$ cat src/rtl/bp_fe_ras_ctrl.sv
// rtl/bp_fe_ras_ctrl.sv - return-address-stack controller: push/pop sequencing, overflow tracking, flush drain
module bp_fe_ras_ctrl #(
    parameter int vaddr_width_p = 16,
    parameter int els_p         = 8,
    parameter int inst_bytes_p  = 4,
    parameter int ovf_width_p   = 4
) (
    input  logic                     clk_i,
    input  logic                     reset_i,
    input  logic                     v_i,
    input  logic                     call_i,
    input  logic                     ret_i,
    input  logic [vaddr_width_p-1:0] pc_i,
    input  logic                     flush_i,
    output logic                     push_o,
    output logic [vaddr_width_p-1:0] w_data_o,
    output logic                     pop_o,
    input  logic [vaddr_width_p-1:0] r_data_i,
    output logic                     pred_v_o,
    output logic [vaddr_width_p-1:0] pred_target_o,
    output logic                     busy_o,
    output logic                     underflow_o
);

    localparam int depth_width_lp = $clog2(els_p + 1);
    localparam logic [depth_width_lp-1:0] els_lp = depth_width_lp'(els_p);

    typedef enum logic {
        e_idle,
        e_drain
    } state_e;

    state_e                     state_r, state_n;
    logic [depth_width_lp-1:0]  depth_r, depth_n;
    logic [ovf_width_p-1:0]     ovf_r, ovf_n;
    logic                       pred_v_n;
    logic [vaddr_width_p-1:0]   pred_target_n;
    logic                       underflow_n;
    logic [vaddr_width_p-1:0]   ret_addr;

    assign ret_addr = pc_i + vaddr_width_p'(inst_bytes_p);

    always_comb begin
        state_n       = state_r;
        depth_n       = depth_r;
        ovf_n         = ovf_r;
        push_o        = 1'b0;
        pop_o         = 1'b0;
        pred_v_n      = 1'b0;
        pred_target_n = pred_target_o;
        underflow_n   = 1'b0;
        busy_o        = (state_r == e_drain);
        w_data_o      = ret_addr;

        if (state_r == e_drain) begin
            pop_o   = 1'b1;
            depth_n = depth_r - 1'b1;
            if (depth_r == depth_width_lp'(1))
                state_n = e_idle;
        end else if (flush_i) begin
            ovf_n = '0;
            if (depth_r != '0)
                state_n = e_drain;
        end else if (v_i) begin
            // Call+ret replaces the top entry in place; the new address is also the prediction
            if (call_i && ret_i && depth_r != '0 && ovf_r == '0) begin
                push_o        = 1'b1;
                pop_o         = 1'b1;
                pred_v_n      = 1'b1;
                pred_target_n = ret_addr;
            end else if (call_i) begin
                if (depth_r < els_lp) begin
                    push_o  = 1'b1;
                    depth_n = depth_r + 1'b1;
                end else if (ovf_r != '1) begin
                    ovf_n = ovf_r + 1'b1;
                end
            end else if (ret_i) begin
                // Returns matching dropped calls are consumed before touching the stack
                if (ovf_r != '0) begin
                    ovf_n = ovf_r - 1'b1;
                end else if (depth_r != '0) begin
                    pop_o         = 1'b1;
                    depth_n       = depth_r - 1'b1;
                    pred_v_n      = 1'b1;
                    pred_target_n = r_data_i;
                end else begin
                    underflow_n = 1'b1;
                end
            end
        end

        if (reset_i) begin
            push_o = 1'b0;
            pop_o  = 1'b0;
        end
    end

    always_ff @(posedge clk_i) begin
        if (reset_i) begin
            state_r       <= e_idle;
            depth_r       <= '0;
            ovf_r         <= '0;
            pred_v_o      <= 1'b0;
            pred_target_o <= '0;
            underflow_o   <= 1'b0;
        end else begin
            state_r       <= state_n;
            depth_r       <= depth_n;
            ovf_r         <= ovf_n;
            pred_v_o      <= pred_v_n;
            pred_target_o <= pred_target_n;
            underflow_o   <= underflow_n;
        end
    end

endmodule

$ cat config.mk
export PLATFORM = sky130hd
export DESIGN_NAME = bp_fe_ras_ctrl
export DESIGN_NICKNAME = d
export VERILOG_FILES = /design/src/rtl/bp_fe_ras_ctrl.sv
export SDC_FILE = /design/constraint.sdc
export NUM_CORES = 1
export LEC_CHECK = 0
export ABC_AREA = 1
export CORE_AREA = 2 2 69 71
export DETAILED_ROUTE_END_ITERATION = 16
export DIE_AREA = 0 0 71 73
export PLACE_DENSITY = 0.8
export SYNTH_ARGS = -nofsm -noshare
export SYNTH_HDL_FRONTEND = slang
export SYNTH_SLANG_ARGS = --single-unit
$ cat constraint.sdc
create_clock -name clk_i -period 4.8 [get_ports clk_i]
set_input_delay 0.72 -clock clk_i [delete_from_list [all_inputs] [get_ports clk_i]]
set_output_delay 0.72 -clock clk_i [all_outputs]
set_load 0.05 [all_outputs]
# Yosys cells after proc, flatten, opt, wreduce, memory -nomap -nowiden
# Cells that the tools add are included.
dict set report classes {
  n_addsub 5
  order_cmp 1
  eq_ne 11
  n_mux 42
  bitwise_logic 4
  reduce_logical 19
}
# op count
set op_table {}
lappend op_table {{$mux W16} 5}
lappend op_table {{$mux W4} 17}
lappend op_table {{$reduce_and A7 Y1} 3}
lappend op_table {{$mux W1} 20}
lappend op_table {{$add A16 B3 Y16 const B} 1}
lappend op_table {{$reduce_bool A3 Y1} 4}
lappend op_table {{$add A4 B1 Y4 const B} 2}
lappend op_table {{$reduce_bool A2 Y1} 4}
lappend op_table {{$reduce_bool A4 Y1} 2}
lappend op_table {{$reduce_or A8 Y1} 1}
lappend op_table {{$sub A4 B1 Y4 const B} 2}
lappend op_table {{$ne A2 B2 Y1 const B} 3}
lappend op_table {{$ne A3 B1 Y1 const B} 2}
lappend op_table {{$ne A3 B3 Y1 const B} 2}
lappend op_table {{$eq A4 B1 Y1 const B} 1}
lappend op_table {{$logic_not A4 Y1} 1}
lappend op_table {{$lt A4 B4 Y1 const B} 1}
lappend op_table {{$ne A2 B1 Y1 const B} 2}
lappend op_table {{$ne A4 B4 Y1 const B} 1}
lappend op_table {{$not A1 Y1} 4}
lappend op_table {{$logic_and A1 B1 Y1} 3}
lappend op_table {{$reduce_or A2 Y1} 1}
dict set report totals {
  reg_bits 27
  in_bits 38
  output_inout_bits 37
  word_cells 88
}

# Logic depth before layout (Yosys ltp)
# Gate-level depths: netlist of run 1.
dict set report depth {
  ltp_word 10
  depth_mapped 11
  ltp_nobuf 11
}

# Worst setup path after synthesis of run 1
# OpenSTA, ideal clock, no wires.
dict set report synth_timing {
  path_kind {input -> output}
  start {input port call_i}
  end {output port push_o}
  arrival_time_ns 2.187
  t_required_ns 4.080
  slack_ns 1.893
  cell_stages 8
  path_buffers 2
  path_cell_list {buf_2 -> nand2_1 -> inv_1 -> nand2_2 -> nor2_8 -> inv_4 -> buf_4 -> a21oi_1}
}
dict set report synth_via {
  elab_chain_len 8
  word_cells_on_any_way 9
  cone_classes {6 x mux; 3 x reduce/logical}
}
# element line_no
set synth_rtl {}
lappend synth_rtl {{start: declaration} 11} ;# input logic call_i,
lappend synth_rtl {{$logic_and A1 B1 Y1 (3 in series)} 66} ;# if (call_i && ret_i && depth_r != '0 && ovf_r == '0) begin
lappend synth_rtl {{$mux W1 *} 66}
lappend synth_rtl {{$mux W1 *} 64} ;# end else if (v_i) begin
lappend synth_rtl {{$mux W1 *} 60} ;# end else if (flush_i) begin
lappend synth_rtl {{$mux W1 *} 55} ;# if (state_r == e_drain) begin
lappend synth_rtl {{$mux W1 *} 93} ;# if (reset_i) begin
lappend synth_rtl {{end: declaration} 15} ;# output logic push_o,
# Every way passes the cells marked *; elsewhere a longest branch is shown, timed or not.

# Final worst setup path of run 1
# Same ends and word-level chain as after synthesis.

==> results.md, run 1 <==
* Run status: completed
* Pint at 525.8 uW
* Drt pass-1 iters at 4
* Synthesized area at 1923 um2
* Layout cells sized above 1 at 6.667%
* Max-cap violations at 0
* All-Layer GR Usage at 18.42%
* Post-placement cell count at 410
* Tmin final at 3.776 ns
* Leak Pwr at 0.001173 uW
* Clock power frac at 12.7%
* Synth-to-Final Area Change at 40.99%
* Synthesized Nets at 337
* Drt total wl at 4837 um
* Syn Inst Count at 292
* Hold Vio Cnt, Final at 0
* Most frequent CP cell: clkdlybuf4s50_1
* Highest clock rate at 264.8 MHz
* Core area at 4536 um2
* Top post-synthesis cells by area: dfxtp_1, nand2_1, nand3_1
* CTS tree: yes
* P_sw at 489.9 uW
* Placer congestion estimate at 0.9774
* Hpwl dp at 3886 um
* Worst Setup End Kind: output port
* Residual DRC at 0
* CP Data Arrival Time at 3.06 ns
* Worst Hold Depth at 2
* Postcts setup bufs at 0
* Routed vias at 2,015
* PortBufs at 74
* Grt total ovfl at 0
* Initial Util at 42.40%
* Initial antenna violation count at 0
* Register area share after synthesis at 28.11%
* Synth top area share at 28.11%
* CP max FO at 18
* Ordered list of cells on the worst path: clkdlybuf4s50_1, nand2_1, inv_1, nand2_2, nor2_8, inv_4, a21oi_1, clkdlybuf4s50_1
* Most frequent cell after synthesis: nand2_1
* First-pass GRT wire length at 7797 um
* Post-CTS Hold Fix Bufs at 0
* Largest net degree at the start of global routing at 19
* Sw Ratio at 48.23%
* Post-synth EDFFs at 0
* Die H at 73 um
* Drt via density at 4.867
* Yosys cell types at 30
* Sequential Power Share at 30.4%
* Req. time, crit path at 4.08 ns
* Final core utilization at 59.78%
* WS Path Type: input pin to output port
* Slew margin rel. at 65.05%
* Latest clock arrival within the worst-skew pair at 0.28 ns
* Top FF cell, synth: dfxtp_1
* Number of global-route vias before repair at 1,924
* DR WL/cell at 11.68 um
* Avg Inst Size Synth at 6.586 um2
* Die area at 5183 um2
* Max H-tree Level at 1
* Slew Viols, Final at 0
* Worst-path clk slew at 0.09 ns
* Worst vdd rail ir drop at 164.8 uV
* Comb pwr share at 56.9%
* Clk sinks at 27
* Pwr Density at 374.6 nW/um2
* Final setup fails at 0
* Worst hold path type: flip-flop to flip-flop
* Layout Cells excl Fill at 414
* RSZ-0062 raised after global routing: false
* Rows at 25
* Die Width at 71 um
* Asr flop ratio synth at 0%
* Ys Warns at 0
* Fin Setup TNS at 0 ns
* N_diodes at 0
* Hold_ws at 0.5079 ns
* Clk root buf: clkbuf_8
* CTS resizes at 0
* Worst Max-Slew Pin Slew at 0.5226 ns
* Commonest cells in the netlist: nand2_1, nor2_1, inv_1, dfxtp_1, nand3_1
* CP Launch Type: input pin
* Slowest CP cell: clkdlybuf4s50_1
* Max stage delay on crit path at 0.83 ns
* Nets at 406
* Post-DRT Antenna Nets at 0
* Cell type with the largest total area after synthesis: dfxtp_1
* Cells on worst reg2reg path at 9
* Iter 0 DRT Violations at 114
* FF+latch count, synth at 27
* IO Count at 75
* Clock Tree Buf Depth at 2
* Final period util at 78.67%
* Inserted Clock Buffers at 3
* Fin Clk Skew at 0.005800 ns
-- routing by layer --
| layer | global-route usage (%) | up-vias | routed length, um |
|---|---|---|---|
| li1 | - | 1061 | - |
| met1 | 20.95 | 875 | 2047 |
| met2 | 33.75 | 70 | 2295 |
| met3 | 4.282 | 9 | 404 |
| met4 | 6.499 | 0 | 89 |
| met5 | 0 | - | 0 |
-- state kept, by name, summed over array words and instances (netlist names) --
| name | flops |
|---|---|
| depth_r | 4 |
| pred_v_o | 1 |
| busy_o | 1 |
| pred_target_o | 16 |
| underflow_o | 1 |
| ovf_r | 4 |
-- final cells by class --
| class | instances | area, um2 |
|---|---|---|
| clock buffers | 3 | 41.29 |
| clock inverters | 1 | 5.005 |
| fillers | 429 | 1824 |
| inverters | 33 | 128.9 |
| multi-input cells | 222 | 1187 |
| flip-flops and latches | 27 | 540.5 |
| well taps | 54 | 67.56 |
| repair buffers | 74 | 740.7 |
-- stage by stage --
step                      total power, uW  area (um2)  setup slack, ns
after floorplan                     740.9        1923            1.893
after global placement              885.9        2665            1.066
after detailed placement            890.4        2665            1.038
after CTS                            1021        2711            1.028
after global routing                 1090        2711           0.8787
final                                1016        2711            1.024
-- kinds of logic (layout without fill, tap and decap cells) --
kind of cell | Yosys count | in the layout | share of synthesized area, %
adders and majority gates | 7 | 7 | 4.945
DFF | 27 | 27 | 28.11
buffers and inverters | 43 | 111 | 10.15
AOI/OAI and AO/OA | 41 | 41 | 11.26
xor gates and xnor gates | 16 | 16 | 7.287
and+or+nand+nor | 158 | 158 | 38.26
-- worst max-delay path, delay by kind of cell --
family	cells	cell delay, ns
simple gates	3	0.42
compound gates	1	0.19
buf+inv	4	1.72
-- final timing paths --
check / slack, ns / to / from
min reg2reg: 0.51 / pred_target_o[4] / pred_target_o[4]
max: 1.02 / push_o / call_i
max reg2reg: 2.93 / pred_target_o[13] / depth_r[0]
min: 0.51 / pred_target_o[4] / pred_target_o[4]
-- cell usage in the layout, fill, tap and decap left out, drive strengths merged --
cell | Yosys | layout
nand2 | 78 | 78
clkinv | 0 | 1
a21oi | 25 | 25
o21ai | 16 | 16
inv | 33 | 33
and2 | 3 | 3
xor2 | 12 | 12
dfxtp | 27 | 27
nand3 | 27 | 27
nor3 | 4 | 4
xnor2 | 4 | 4
nand4 | 3 | 3
nor4 | 1 | 1
clkdlybuf4s50 | 0 | 74
clkbuf | 1 | 3
fa | 1 | 1
nor2 | 42 | 42
ha | 6 | 6
-- power by group through the flow --
stage	Clock, uW	Sequential [uW]	Combinational [uW]
floorplan	0	385	356
global placement	0	313	573
detailed placement	0	314	576
CTS	133	309	579
global route	139	315	636
finish	129	308	578
Note: power is estimated with default switching activity, not from simulation.
==> run 2, diff against run 1 <==
- CORE_AREA: 2 2 69 71 -> 2 2 73 75
- DIE_AREA: 0 0 71 73 -> 0 0 75 77
- PLACE_DENSITY: 0.8 -> 0.75
- clock period: 4.8 -> 3.4 ns (I/O delays scaled with it)
==> run 2 against run 1 <==
Total power increased by 42%. Non-clock buffer count is 2 higher. Die area up 11%. Register-to-register slack lost 1.4 ns. Routed wire length grew 4.7%. First-iteration DRC count shrank 33%. Highest routed layer unchanged.
==> results.md, run 2 (synthesized netlist as in run 1, its figures left out) <==
* Post-DRT Antenna Nets at 0 (unchanged)
* Inserted Clock Buffers at 3 (unchanged)
* Die Width at 75 um (was 71 um)
* Drt via density at 4.743 (was 4.867)
* Die H at 77 um (was 73 um)
* Initial Util at 38.64% (was 42.40%)
* Worst hold path type: flip-flop to flip-flop (unchanged)
* Run status: completed (unchanged)
* Req. time, crit path at 2.89 ns (was 4.08 ns)
* N_diodes at 0 (unchanged)
* Final setup fails at 0 (unchanged)
* Top delay family on crit path: buffers and inverters (unchanged)
* Most frequent CP cell: clkdlybuf4s50_1 (unchanged)
* Rows at 26 (was 25)
* Worst-path clk slew at 0.09 ns (about the same)
* Layout cells sized above 1 at 8.840% (was 6.667%)
* Worst Path Buf+Inv at 3 (was 4)
* Clock Tree Buf Depth at 2 (unchanged)
* Postcts setup bufs at 0 (unchanged)
* Hold Vio Cnt, Final at 0 (unchanged)
* Highest clock rate at 318.5 MHz
* Number of global-route vias before repair at 1,920 (was 1,924)
* Register with the most flip-flops: pred_target_o (unchanged)
* Worst Max-Slew Pin Slew at 0.5371 ns (was 0.5226 ns)
* Largest register FFs at 16 (unchanged)
* Most frequent cells in the layout: nand2_1, clkdlybuf4s50_1, nor2_1, inv_1, dfxtp_1 (was clkdlybuf4s50_1, nand2_1, nor2_1, inv_1, dfxtp_1)
* Fillers at 483 (was 429)
* Clk sinks at 27 (unchanged)
* Worst Setup End Kind: output port (unchanged)
* Max H-tree Level at 1 (unchanged)
* Fin Clk Skew at 0.006939 ns (was 0.005800 ns)
* Final period util at 92.34%
* Synth-to-Final Area Change at 42.49% (was 40.99%)
* Ordered list of cells on the worst path: clkdlybuf4s50_1, inv_1, nor3_1, nand2_1, xor2_1, clkdlybuf4s50_1 (was clkdlybuf4s50_1, nand2_1, inv_1, nand2_2, nor2_8, inv_4, a21oi_1, clkdlybuf4s50_1)
* CP max FO at 3 (was 18)
* Slew Viols, Final at 0 (unchanged)
* Die area at 5775 um2 (was 5183 um2)
* Design area at 2740 um2 (was 2711 um2)
* CTS tree: yes (unchanged)
* Slowest CP cell: clkdlybuf4s50_1 (unchanged)
* CP Data Arrival Time at 2.63 ns (was 3.06 ns)
* Placer congestion estimate at 0.8816 (was 0.9774)
* Iter 0 DRT Violations at 76 (was 114)
* Core area at 4977 um2 (was 4536 um2)
* Latest clock arrival within the worst-skew pair at 0.27 ns (was 0.28 ns)
* Grt total ovfl at 0 (unchanged)
* Drt total wl at 5062 um (was 4837 um)
* All-Layer GR Usage at 18.09% (was 18.42%)
* Worst reg-to-reg setup slack at 1.51 ns (was 2.93 ns)
* Initial antenna violation count at 0 (unchanged)
* Largest net degree at the start of global routing at 19 (unchanged)
* Leak Pwr at 0.001191 uW (was 0.001173 uW)
* Slew margin rel. at 64.08% (was 65.05%)
* CTS resizes at 0 (unchanged)
* Post-placement cell count at 428 (was 410)
* RSZ-0062 raised after global routing: false (unchanged)
* Residual DRC at 0 (unchanged)
* Post-CTS Hold Fix Bufs at 0 (unchanged)
* WS Path Type: input pin to output port (unchanged)
* IO Count at 75 (unchanged)
* Routed vias at 2,049 (was 2,015)
* Max stage delay on crit path at 0.83 ns (about the same)
* PortBufs at 74 (unchanged)
* Hpwl dp at 4094 um (was 3886 um)
* Nets at 408 (was 406)
* Biggest regs: pred_target_o (16), depth_r (4), ovf_r (4) (unchanged)
* Hold_ws at 0.5094 ns (was 0.5079 ns)
* Max-cap violations at 0 (unchanged)
* DR WL/cell at 11.72 um (was 11.68 um)
* CP Launch Type: input pin (unchanged)
* Clk root buf: clkbuf_8 (unchanged)
* Layout Cells excl Fill at 432 (was 414)
* Most common cell after layout, fill and taps aside: nand2_1 (was clkdlybuf4s50_1)
* Tmin final at 3.140 ns
* Drt pass-1 iters at 4 (unchanged)
* Fin Setup TNS at 0 ns (unchanged)
* Worst vdd rail ir drop at 206.6 uV (was 164.8 uV)
* Pwr Density at 527.8 nW/um2 (was 374.6 nW/um2)
* First-pass GRT wire length at 8280 um (was 7797 um)
* Placed cell areas at 2695 um2 (was 2665 um2)
==> run 2: final timing paths <==
path	start	endpoint	depth (start not counted)
worst max-delay path	pc_i[9]	w_data_o[11]	6
worst min-delay path	pred_target_o[2]	pred_target_o[2]	2
worst max register to register	depth_r[0]	pred_target_o[8]	10
worst min register to register	pred_target_o[2]	pred_target_o[2]	2
==> run 2: layer usage <==
layer / vias up / part of all wire [%] / global-route usage, %
met5: - / 0 / 0
met4: 0 / 1.6 / 6.607
met3: 9 / 9.1 / 7.096
met2: 70 / 47 / 29.74
met1: 899 / 42 / 20.76
li1: 1071 / - / -
==> run 2: cell type report <==
cell class,count,area [um2],area share (%)
inverters,33,128.9,4.703
well taps,70,87.58,3.196
multi-input cells,222,1187,43.33
flip-flops and latches,27,540.5,19.73
repair buffers,76,750.7,27.40
clock buffers,4,45.04,1.644
==> run 2: stage by stage <==
step	worst slack, ns	util (%)	power [uW]
final	0.2605	55.05	1446
after global routing	0.1534	55.05	1563
after CTS	0.2635	55.05	1461
after detailed placement	0.2683	54.15	1274
after global placement	0.3576	54.15	1263
after floorplan	0.8679	-	1046
==> run 2: worst register-to-register path, cell delays in order, from the launching register on <==
cell and delay, ns:
dfxtp_1 0.42, inv_1 0.12, ha_1 0.29, nand2_4 0.12
nand2_2 0.06, nor2_4 0.13, nand3_4 0.21, inv_4 0.24
nand3_1 0.11, nand2_1 0.07, inv_1 0.03
==> run 2: power by group <==
part | total [uW] | switching, uW | internal (uW)
Combinational | 831 | 538 | 292
Clock | 183 | 98.9 | 83.9
Sequential | 433 | 60.0 | 373
==> run 3, diff against run 2 <==
- CORE_AREA: 2 2 73 75 -> 2 2 70 72
- DIE_AREA: 0 0 75 77 -> 0 0 72 74
- PLACE_DENSITY: 0.75 -> 0.78
- clock period: 3.4 -> 3.1 ns (I/O delays scaled with it)
==> run 3 against run 2 <==
Cell area grew 1.2%. Global-route usage grew 1.2 points. Worst hold slack gained 0.0043 ns. Flip-flop and latch count is the same. Critical path depth shrank 2. Die area shrank 7.7%. Non-clock buffer count grew 2. Critical endpoint is now w_data_o[4]. Highest routed layer unchanged.
==> results.md, run 3 (synthesized netlist as in run 1, its figures left out) <==
* Run status: completed (unchanged)
* Placer congestion estimate at 0.8663 (was 0.8816)
* Register with the most flip-flops: pred_target_o (unchanged)
* Hold Vio Cnt, Final at 0 (unchanged)
* CTS resizes at 0 (unchanged)
* Residual DRC at 0 (unchanged)
* Worst vdd rail ir drop at 263.7 uV (was 206.6 uV)
* Number of global-route vias before repair at 1,926 (was 1,920)
* Max H-tree Level at 1 (unchanged)
* Final core utilization at 60.33% (was 55.05%)
* CP Data Arrival Time at 2.23 ns (was 2.63 ns)
* Slew Viols, Final at 0 (unchanged)
* Post-CTS Hold Fix Bufs at 0 (unchanged)
* Synth-to-Final Area Change at 44.24% (was 42.49%)
* Req. time, crit path at 2.63 ns (was 2.89 ns)
* Final setup fails at 0 (unchanged)
* Slew margin rel. at 64.15% (was 64.08%)
* Met3 Track Usage GR at 4.607% (was 7.096%)
* Worst Setup End Kind: output port (unchanged)
* Core area at 4598 um2 (was 4977 um2)
* Clock Tree Buf Depth at 2 (unchanged)
* Largest register FFs at 16 (unchanged)
* Initial antenna violation count at 0 (unchanged)
* Nets at 410 (was 408)
* Pwr Density at 579.2 nW/um2 (was 527.8 nW/um2)
* Final period util at 86.81%
* RSZ-0062 raised after global routing: false (unchanged)
* Rows at 25 (was 26)
* Routed vias at 2,044 (was 2,049)
* Placement Setup Slack at 0.4203 ns (was 0.2683 ns)
* Highest clock rate at 371.6 MHz
* IO Count at 75 (unchanged)
* Hpwl dp at 4012 um (was 4094 um)
* Die Width at 72 um (was 75 um)
* Max-cap violations at 0 (unchanged)
* Worst hold path type: flip-flop to flip-flop (unchanged)
* CP max FO at 4 (was 3)
* Top Usage Layer GRT: met2 (unchanged)
* Most common cell after layout, fill and taps aside: nand2_1 (unchanged)
* Fin Clk Skew at 0.007303 ns (was 0.006939 ns)
* WS Path Type: input pin to output port (unchanged)
* Largest net degree at the start of global routing at 19 (unchanged)
* Clk root buf: clkbuf_8 (unchanged)
* Layout cells sized above 1 at 10.99% (was 8.840%)
* Design area at 2774 um2 (was 2740 um2)
* Worst-path clk slew at 0.10 ns (was 0.09 ns)
* Inserted Clock Buffers at 3 (unchanged)
* CTS tree: yes (unchanged)
* Grt total ovfl at 0 (unchanged)
* N_diodes at 0 (unchanged)
* Leak Pwr at 0.001225 uW (was 0.001191 uW)
* Drt total wl at 5045 um (was 5062 um)
* Fin Setup TNS at 0 ns (unchanged)
* Tmin final at 2.691 ns
* Final WS setup at 0.4089 ns (was 0.2605 ns)
* Drt pass-1 iters at 4 (unchanged)
* Die H at 74 um (was 77 um)
* PortBufs at 74 (unchanged)
* M2 GR Usage at 35.80% (was 29.74%)
* Most frequent cells in the layout: nand2_1, clkdlybuf4s50_1, nor2_1, inv_1, dfxtp_1 (unchanged)
* Initial Util at 41.82% (was 38.64%)
* Worst Max-Slew Pin Slew at 0.5360 ns (was 0.5371 ns)
* Drt via density at 4.890 (was 4.743)
* Die area at 5328 um2 (was 5775 um2)
* CP Launch Type: input pin (unchanged)
* Post-DRT Antenna Nets at 0 (unchanged)
* First-pass GRT wire length at 8349 um (was 8280 um)
* Global Route met1 Usage at 22.69% (was 20.76%)
* Placed cell areas at 2728 um2 (was 2695 um2)
* DR WL/cell at 12.07 um (was 11.72 um)
* All-Layer GR Usage at 19.30% (was 18.09%)
* Clk sinks at 27 (unchanged)
* Latest clock arrival within the worst-skew pair at 0.27 ns (about the same)
* Hold_ws at 0.5137 ns (was 0.5094 ns)
* Iter 0 DRT Violations at 116 (was 76)
* Biggest regs: pred_target_o (16), depth_r (4), ovf_r (4) (unchanged)
* Postcts setup bufs at 0 (unchanged)
## run 3: cell count changes in the layout (fill, tap and decap cells not counted)
cell,delta
clkinv_2,+1
buf_4,+3
clkbuf_1,-1
clkdlybuf4s50_1,-5
buf_12,+4
## run 3: worst paths after layout
check	slack, ns	cells past startpoint	to	start
max	0.41	4	w_data_o[4]	pc_i[2]
min	0.51	2	pred_target_o[1]	pred_target_o[1]
max reg2reg	1.19	10	pred_target_o[7]	depth_r[0]
min reg2reg	0.51	2	pred_target_o[1]	pred_target_o[1]
## run 3: cell type report
type                    count  area (um2)
flip-flops and latches     27       540.5
multi-input cells         222        1187
well taps                  54       67.56
inverters                  33       128.9
repair buffers             78       803.3
fillers                   433        1824
clock buffers               3       41.29
clock inverters             1       5.005
## run 3: power by group
group          switching [uW]  internal [uW]
clock network             113           90.0
logic                     594            333
registers                67.6            409
## run 3: metrics by stage
| stage | total power, uW | cells |
|---|---|---|
| 3_5_place_dp | 1412 | 414 |
| 5_1_grt | 1710 | 418 |
| 2_1_floorplan | 1147 | 292 |
| 6_report | 1607 | 418 |
| 3_3_place_gp | 1399 | 414 |
| 4_1_cts | 1615 | 418 |
## run 3: per-layer routing
| metal | up-vias | part of all wire, % | wire length, um |
|---|---|---|---|
| li1 | 1071 | - | - |
| met4 | 0 | 0.69 | 35 |
| met2 | 61 | 51 | 2552 |
| met5 | - | 0 | 0 |
| met3 | 4 | 7.0 | 355 |
| met1 | 908 | 42 | 2101 |
## run 3: critical path, cell delays in order
cell and delay [ns]:
clkdlybuf4s50_1 0.52, ha_1 0.21, xor2_1 0.20, clkdlybuf4s50_1 0.83
